==> config.mk <==
export PLATFORM = sky130hd
export DESIGN_NAME = radar_median_filter_ch
export DESIGN_NICKNAME = d
export VERILOG_FILES = /design/src/rtl/radar_median_filter_ch.sv
export SDC_FILE = /design/constraint.sdc
export NUM_CORES = 2
export LEC_CHECK = 0
export CELL_PAD_IN_SITES_DETAIL_PLACEMENT = 1
export CELL_PAD_IN_SITES_GLOBAL_PLACEMENT = 1
export CORE_MARGIN = 2
export CORE_UTILIZATION = 47
export CTS_CLUSTER_SIZE = 25
export DETAILED_ROUTE_END_ITERATION = 16
export PLACE_DENSITY = 0.93
export SETUP_SLACK_MARGIN = 0.02
export SLEW_MARGIN = 15
export SYNTH_ARGS = -nofsm -noshare
export SYNTH_HDL_FRONTEND = slang
export SYNTH_SLANG_ARGS = --single-unit
==> constraint.sdc <==
create_clock -name clk -period 12.9 [get_ports clk]
set_input_delay 3.87 -clock clk [delete_from_list [all_inputs] [get_ports clk]]
set_output_delay 3.87 -clock clk [all_outputs]
set_load 0.01 [all_outputs]
==> src/rtl/radar_median_filter_ch.sv <==
// Sliding-window per-axis signed median filter for radar point streams.
// Ports: clk/rst (sync, active-high), flush, mode, thresh,
//   in_valid/in_ready/in_point, out_valid/out_ready/out_point/out_filtered.
module radar_median_filter_ch #(
    parameter int POINT_W   = 128,
    parameter int COORD_W   = 32,
    parameter int NUM_AXES  = 3,
    parameter int WIN_DEPTH = 5,
    parameter int CNT_W     = 4
) (
    input  logic               clk,
    input  logic               rst,
    input  logic               flush,
    input  logic [1:0]         mode,
    input  logic [COORD_W-1:0] thresh,
    input  logic               in_valid,
    output logic               in_ready,
    input  logic [POINT_W-1:0] in_point,
    output logic               out_valid,
    input  logic               out_ready,
    output logic [POINT_W-1:0] out_point,
    output logic               out_filtered
);

    localparam int MID = WIN_DEPTH / 2;
    localparam logic [CNT_W-1:0] FULL = CNT_W'(WIN_DEPTH);
    localparam logic [CNT_W-1:0] LAST = CNT_W'(WIN_DEPTH - 1);
    localparam logic [CNT_W-1:0] ONE  = CNT_W'(1);

    typedef enum logic [1:0] {
        IDLE,
        SORT,
        OUT
    } state_t;

    state_t             state;
    logic [CNT_W-1:0]   cnt_q;
    logic [CNT_W-1:0]   cnt_sh;
    logic [CNT_W-1:0]   pass_q;
    logic [POINT_W-1:0] point_q;
    logic [1:0]         mode_q;
    logic [COORD_W-1:0] thresh_q;
    logic [POINT_W-1:0] comp_point;

    logic [COORD_W-1:0] win_q  [WIN_DEPTH][NUM_AXES];
    logic [COORD_W-1:0] win_sh [WIN_DEPTH][NUM_AXES];
    logic [COORD_W-1:0] srt_q  [WIN_DEPTH][NUM_AXES];
    logic [COORD_W-1:0] srt_nx [WIN_DEPTH][NUM_AXES];

    // Per-axis output value; outlier test uses a one-bit-wider
    // signed difference so extreme operands cannot overflow.
    function automatic logic [COORD_W-1:0] pick(
        input logic [COORD_W-1:0] raw,
        input logic [COORD_W-1:0] med,
        input logic [1:0]         md,
        input logic [COORD_W-1:0] th
    );
        logic [COORD_W:0] diff;
        logic [COORD_W:0] mag;
        diff = {raw[COORD_W-1], raw} - {med[COORD_W-1], med};
        mag  = diff[COORD_W] ? -diff : diff;
        unique case (md)
            2'b00:   pick = raw;
            2'b10:   pick = (mag > {1'b0, th}) ? med : raw;
            default: pick = med;
        endcase
    endfunction

    // Window as it will look after accepting in_point this cycle.
    // A simultaneous flush empties the older slots first.
    always_comb begin
        for (int i = 0; i < WIN_DEPTH; i++) begin
            for (int a = 0; a < NUM_AXES; a++) begin
                if (i == 0) begin
                    win_sh[i][a] = in_point[COORD_W*a +: COORD_W];
                end else if (flush) begin
                    win_sh[i][a] = '0;
                end else begin
                    win_sh[i][a] = win_q[i-1][a];
                end
            end
        end
        if (flush) begin
            cnt_sh = ONE;
        end else if (cnt_q == FULL) begin
            cnt_sh = FULL;
        end else begin
            cnt_sh = cnt_q + ONE;
        end
    end

    // One odd-even transposition pass; pairs are disjoint so every
    // compare-swap reads the registered copy.
    always_comb begin
        srt_nx = srt_q;
        for (int i = 0; i < WIN_DEPTH - 1; i++) begin
            if (i[0] == pass_q[0]) begin
                for (int a = 0; a < NUM_AXES; a++) begin
                    if ($signed(srt_q[i][a]) > $signed(srt_q[i+1][a])) begin
                        srt_nx[i][a]   = srt_q[i+1][a];
                        srt_nx[i+1][a] = srt_q[i][a];
                    end
                end
            end
        end
    end

    // Bits above the filtered axes stay as the latched raw point.
    always_comb begin
        comp_point = point_q;
        for (int a = 0; a < NUM_AXES; a++) begin
            comp_point[COORD_W*a +: COORD_W] =
                pick(point_q[COORD_W*a +: COORD_W], srt_nx[MID][a],
                     mode_q, thresh_q);
        end
    end

    always_ff @(posedge clk) begin
        if (rst) begin
            state        <= IDLE;
            cnt_q        <= '0;
            pass_q       <= '0;
            point_q      <= '0;
            mode_q       <= 2'b00;
            thresh_q     <= '0;
            in_ready     <= 1'b1;
            out_valid    <= 1'b0;
            out_point    <= '0;
            out_filtered <= 1'b0;
            for (int i = 0; i < WIN_DEPTH; i++) begin
                for (int a = 0; a < NUM_AXES; a++) begin
                    win_q[i][a] <= '0;
                    srt_q[i][a] <= '0;
                end
            end
        end else begin
            if (flush) begin
                cnt_q <= '0;
                for (int i = 0; i < WIN_DEPTH; i++) begin
                    for (int a = 0; a < NUM_AXES; a++) begin
                        win_q[i][a] <= '0;
                    end
                end
            end
            unique case (state)
                IDLE: begin
                    if (in_valid) begin
                        win_q    <= win_sh;
                        srt_q    <= win_sh;
                        cnt_q    <= cnt_sh;
                        pass_q   <= '0;
                        point_q  <= in_point;
                        mode_q   <= mode;
                        thresh_q <= thresh;
                        in_ready <= 1'b0;
                        if (cnt_sh == FULL && mode != 2'b00) begin
                            state <= SORT;
                        end else begin
                            state        <= OUT;
                            out_valid    <= 1'b1;
                            out_point    <= in_point;
                            out_filtered <= 1'b0;
                        end
                    end
                end
                SORT: begin
                    srt_q  <= srt_nx;
                    pass_q <= pass_q + ONE;
                    if (pass_q == LAST) begin
                        state        <= OUT;
                        out_valid    <= 1'b1;
                        out_point    <= comp_point;
                        out_filtered <= 1'b1;
                    end
                end
                OUT: begin
                    if (out_ready) begin
                        state     <= IDLE;
                        out_valid <= 1'b0;
                        in_ready  <= 1'b1;
                    end
                end
                default: state <= IDLE;
            endcase
        end
    end

endmodule

==> metrics <==
Internal=8820 µW; post-synthesis cell count=between 9000 and 10000; slowest CP cell=nor4_1; Yosys warnings=0; Logic pwr share=0.451; syn nets=10300; Final setup viols=0; Hold Slack=0.452 ns; antenna-violating nets left=0; worst skew pair latency=0.85 ns; I/O pins=298; CP Launch Type=flop; Tcrit/Tclk final=0.910; clock power share=0.271; layout cell share with drive strength beyond 1=0.0486; GPL Wtd Cong=0.976; CTS tree=built; vias in the first global route=81400; Largest stage delay, worst path=around 0.86 ns; CTS buffer count=134; Port Buffer Count=297; Synth Area in XOR/XNOR=0.0174; Netlist cell types=97; die height=399 µm; Sw Pwr=6430 µW; Seq/Total Area, Yosys=0.318; Final WS setup=1.16 ns; post-synthesis mux area share=0.0412; initial antenna violation count=18; Placeable Area=156000 µm²; Worst Path Required=13.61 ns; Peak VDD IR=approximately 0.00017 V; Avg Inst Size Synth=7.68 µm²; Initial Util=0.472; maxcap violations=0; die width=around 400 µm; total grt overflow=0; # DRC=0; WL per Instance=around 28 µm; post-synthesis async set-or-reset flop share=0; Rows=roughly 150; HPWL after DPL=about 210 mm; Post-synth EDFFs=0; PD cells=approximately 190 nW/µm²; # H-tree levels=4; CTS Hold Bufs=0; adder-cell share of the synthesized area=0.0992; Hold Crit Class=reg -> reg; Rel. slew slack=0.0786; global-route wire length before repair=489 mm; nets=10100; clock transition at the registers of the reported paths=0.06 ns; Starting DRT DRC Count=9344; WL final=323 mm; largest net degree at the start of global routing=192; cell with the most instances on the worst path=a21oi_1; clock sinks=around 1200; GRT Overall Usage=0.391; min Tclk post-route=around 12 ns; worst slew pin tran=1.37 ns; setup repair bufs after CTS=0; Leakage=around 0.032 µW; largest family of logic cells by synthesized area=compound AO/OA/AOI/OAI gates; die area=160000 µm²; Post-synth top flop=dfxtp_1; RSZ-0062 raised after global routing=no; outcome=completed; #FFs+latches synth=1167; Worst Path Arrival=12.45 ns; Synth Area in Compound Gates=0.277; vias per cell=approximately 6.9; Mapped Area=73500 µm²; P&R area growth vs syn=11.8%; vias=79600; DP Area=77500 µm²; simple-gate share of the synthesized area=0.183; Crit Path Max Fanout=43; Finished Cell Area=82200 µm²; switching part of the total=0.422; final max-slew violation count=0; fill cell total of the finished layout=about 19000; post-cts resize count=0; Place WS=about 1.7 ns; final hold vios=0; Setup Skew=0.0437 ns; Final TNS setup=0 ns; final core utilization=0.527; Crit. End Element=flop; CTS root buf=clkbuf_16; register share of total power=0.278; First-pass DRT Iterations=7; Clock Path Buffers=3; Fmax=roughly 0.085 GHz; critical path class=reg -> reg
[cells in the mapped netlist, types with 10 or more instances]
master	instances	area share
a211o_1	40	0.0048
nor2_1	790	0.040
xor2_1	55	0.0066
nand2_1	1292	0.066
or3_1	19	0.0016
nor2b_1	81	0.0069
a221o_1	39	0.0053
a311oi_1	45	0.0054
buf_1	46	0.0023
nand3_1	112	0.0076
nor3b_1	23	0.0023
o31ai_1	20	0.0020
a31oi_1	143	0.012
dfxtp_1	1167	0.32
a21o_1	179	0.018
o21a_1	111	0.011
mux2i_1	261	0.036
a211oi_1	464	0.047
o31a_1	11	0.0013
nor3_1	93	0.0063
o211ai_1	56	0.0057
a22oi_1	68	0.0069
nor4_1	31	0.0026
o22a_1	30	0.0036
a221oi_1	230	0.027
ha_1	583	0.099
o2111ai_1	10	0.0012
xnor2_1	91	0.011
nand2b_1	47	0.0040
o311ai_0	10	0.0012
and3_1	224	0.019
o21ai_0	143	0.0097
o22ai_1	70	0.0060
or4_1	44	0.0045
clkbuf_1	671	0.034
and4_1	17	0.0020
or2_2	13	0.0011
a21oi_1	1377	0.094
o21bai_1	24	0.0025
and2_1	13	0.0011
mux2_2	34	0.0052
inv_1	523	0.027
nand4_1	129	0.011
[flip-flops by register name, summed over array words and instances (netlist names), 2 cells and up]
name,cells
win_q,384
point_q,128
out_point,128
thresh_q,32
cnt_q,4
state,2
pass_q,4
srt_q,480
mode_q,2
[path summary, 6_finish.rpt]
check | startpoint | end | slack, ns | cells past startpoint
max reg2reg | srt_q[255]$_SDFFE_PP0P_ | out_point[60]$_SDFFE_PP0P_ | 1.16 | 45
min | win_q[148]$_SDFF_PP0_ | win_q[148]$_SDFF_PP0_ | 0.45 | 2
max | srt_q[255]$_SDFFE_PP0P_ | out_point[60]$_SDFFE_PP0P_ | 1.16 | 45
min reg2reg | win_q[148]$_SDFF_PP0_ | win_q[148]$_SDFF_PP0_ | 0.45 | 2
[metal layers]
metal / global-route usage / vias up / wire (µm)
li1: - / 34200 / -
met4: 0.276 / 26 / 25300
met3: 0.103 / 1521 / 35200
met5: 0 / - / 170
met2: 0.600 / 4881 / 140000
met1: 0.473 / 39000 / 122000
[metrics by stage]
step                power (µW)  cells
global placement         10500  11300
floorplan                 8720   9573
detailed placement       10800  11300
finish                   15200  11600
global route             15900  11500
CTS                      15000  11500
[cell families after synthesis]
logic type | Yosys count
xor+xnor | 146
simple gates | 2974
buf+inv | 1255
flops | 1167
fa+ha+maj | 583
mux | 298
compound gates | 3150
[cell usage in the layout (no fill, tap or decap), types with 45 or more instances in the layout]
master | synthesis | final
a21oi_1 | 1377 | 1376
nand2_1 | 1292 | 1289
dfxtp_1 | 1167 | 1165
nor2_1 | 790 | 780
ha_1 | 583 | 583
inv_1 | 523 | 522
a211oi_1 | 464 | 464
clkdlybuf4s50_1 | 0 | 296
mux2i_1 | 261 | 261
a221oi_1 | 230 | 230
and3_1 | 224 | 223
a21o_1 | 179 | 179
o21ai_0 | 143 | 142
a31oi_1 | 143 | 141
clkbuf_16 | 0 | 136
nand4_1 | 129 | 129
nand3_1 | 112 | 111
o21a_1 | 111 | 109
buf_4 | 0 | 104
nor3_1 | 93 | 91
xnor2_1 | 91 | 91
nor2b_1 | 81 | 81
o22ai_1 | 70 | 70
a22oi_1 | 68 | 68
o211ai_1 | 56 | 56
xor2_1 | 55 | 55
a311oi_1 | 45 | 45
[worst max-delay path: cells and delay by family (launching register included)]
family	cells	cell delay [ns]
compound gates	26	5.77
xor+xnor	1	0.18
flops	1	0.45
buf+inv	4	1.16
simple gates	11	2.73
fa+ha+maj	3	1.34
[power groups by stage]
stage	Sequential [µW]	Combinational (µW)	Clock (µW)
detailed placement	4270	6560	0
global placement	4250	6260	0
floorplan	4150	4570	0
CTS	4200	6670	4130
finish	4230	6880	4140
global route	4240	7390	4280
[cell type report]
class / count / area, µm² / area share
clock inverter: 47 / 682 / 0.00830
timing repair buffer: 410 / 3950 / 0.0480
sequential: 1167 / 23400 / 0.284
multi-input combinational: 7151 / 45700 / 0.555
clock buffer: 192 / 3990 / 0.0486
antenna: 3 / 7.51 / 0.0000913
tap: 2058 / 2570 / 0.0313
inverter: 523 / 1970 / 0.0239
Note: power is estimated with default switching activity, not from simulation.
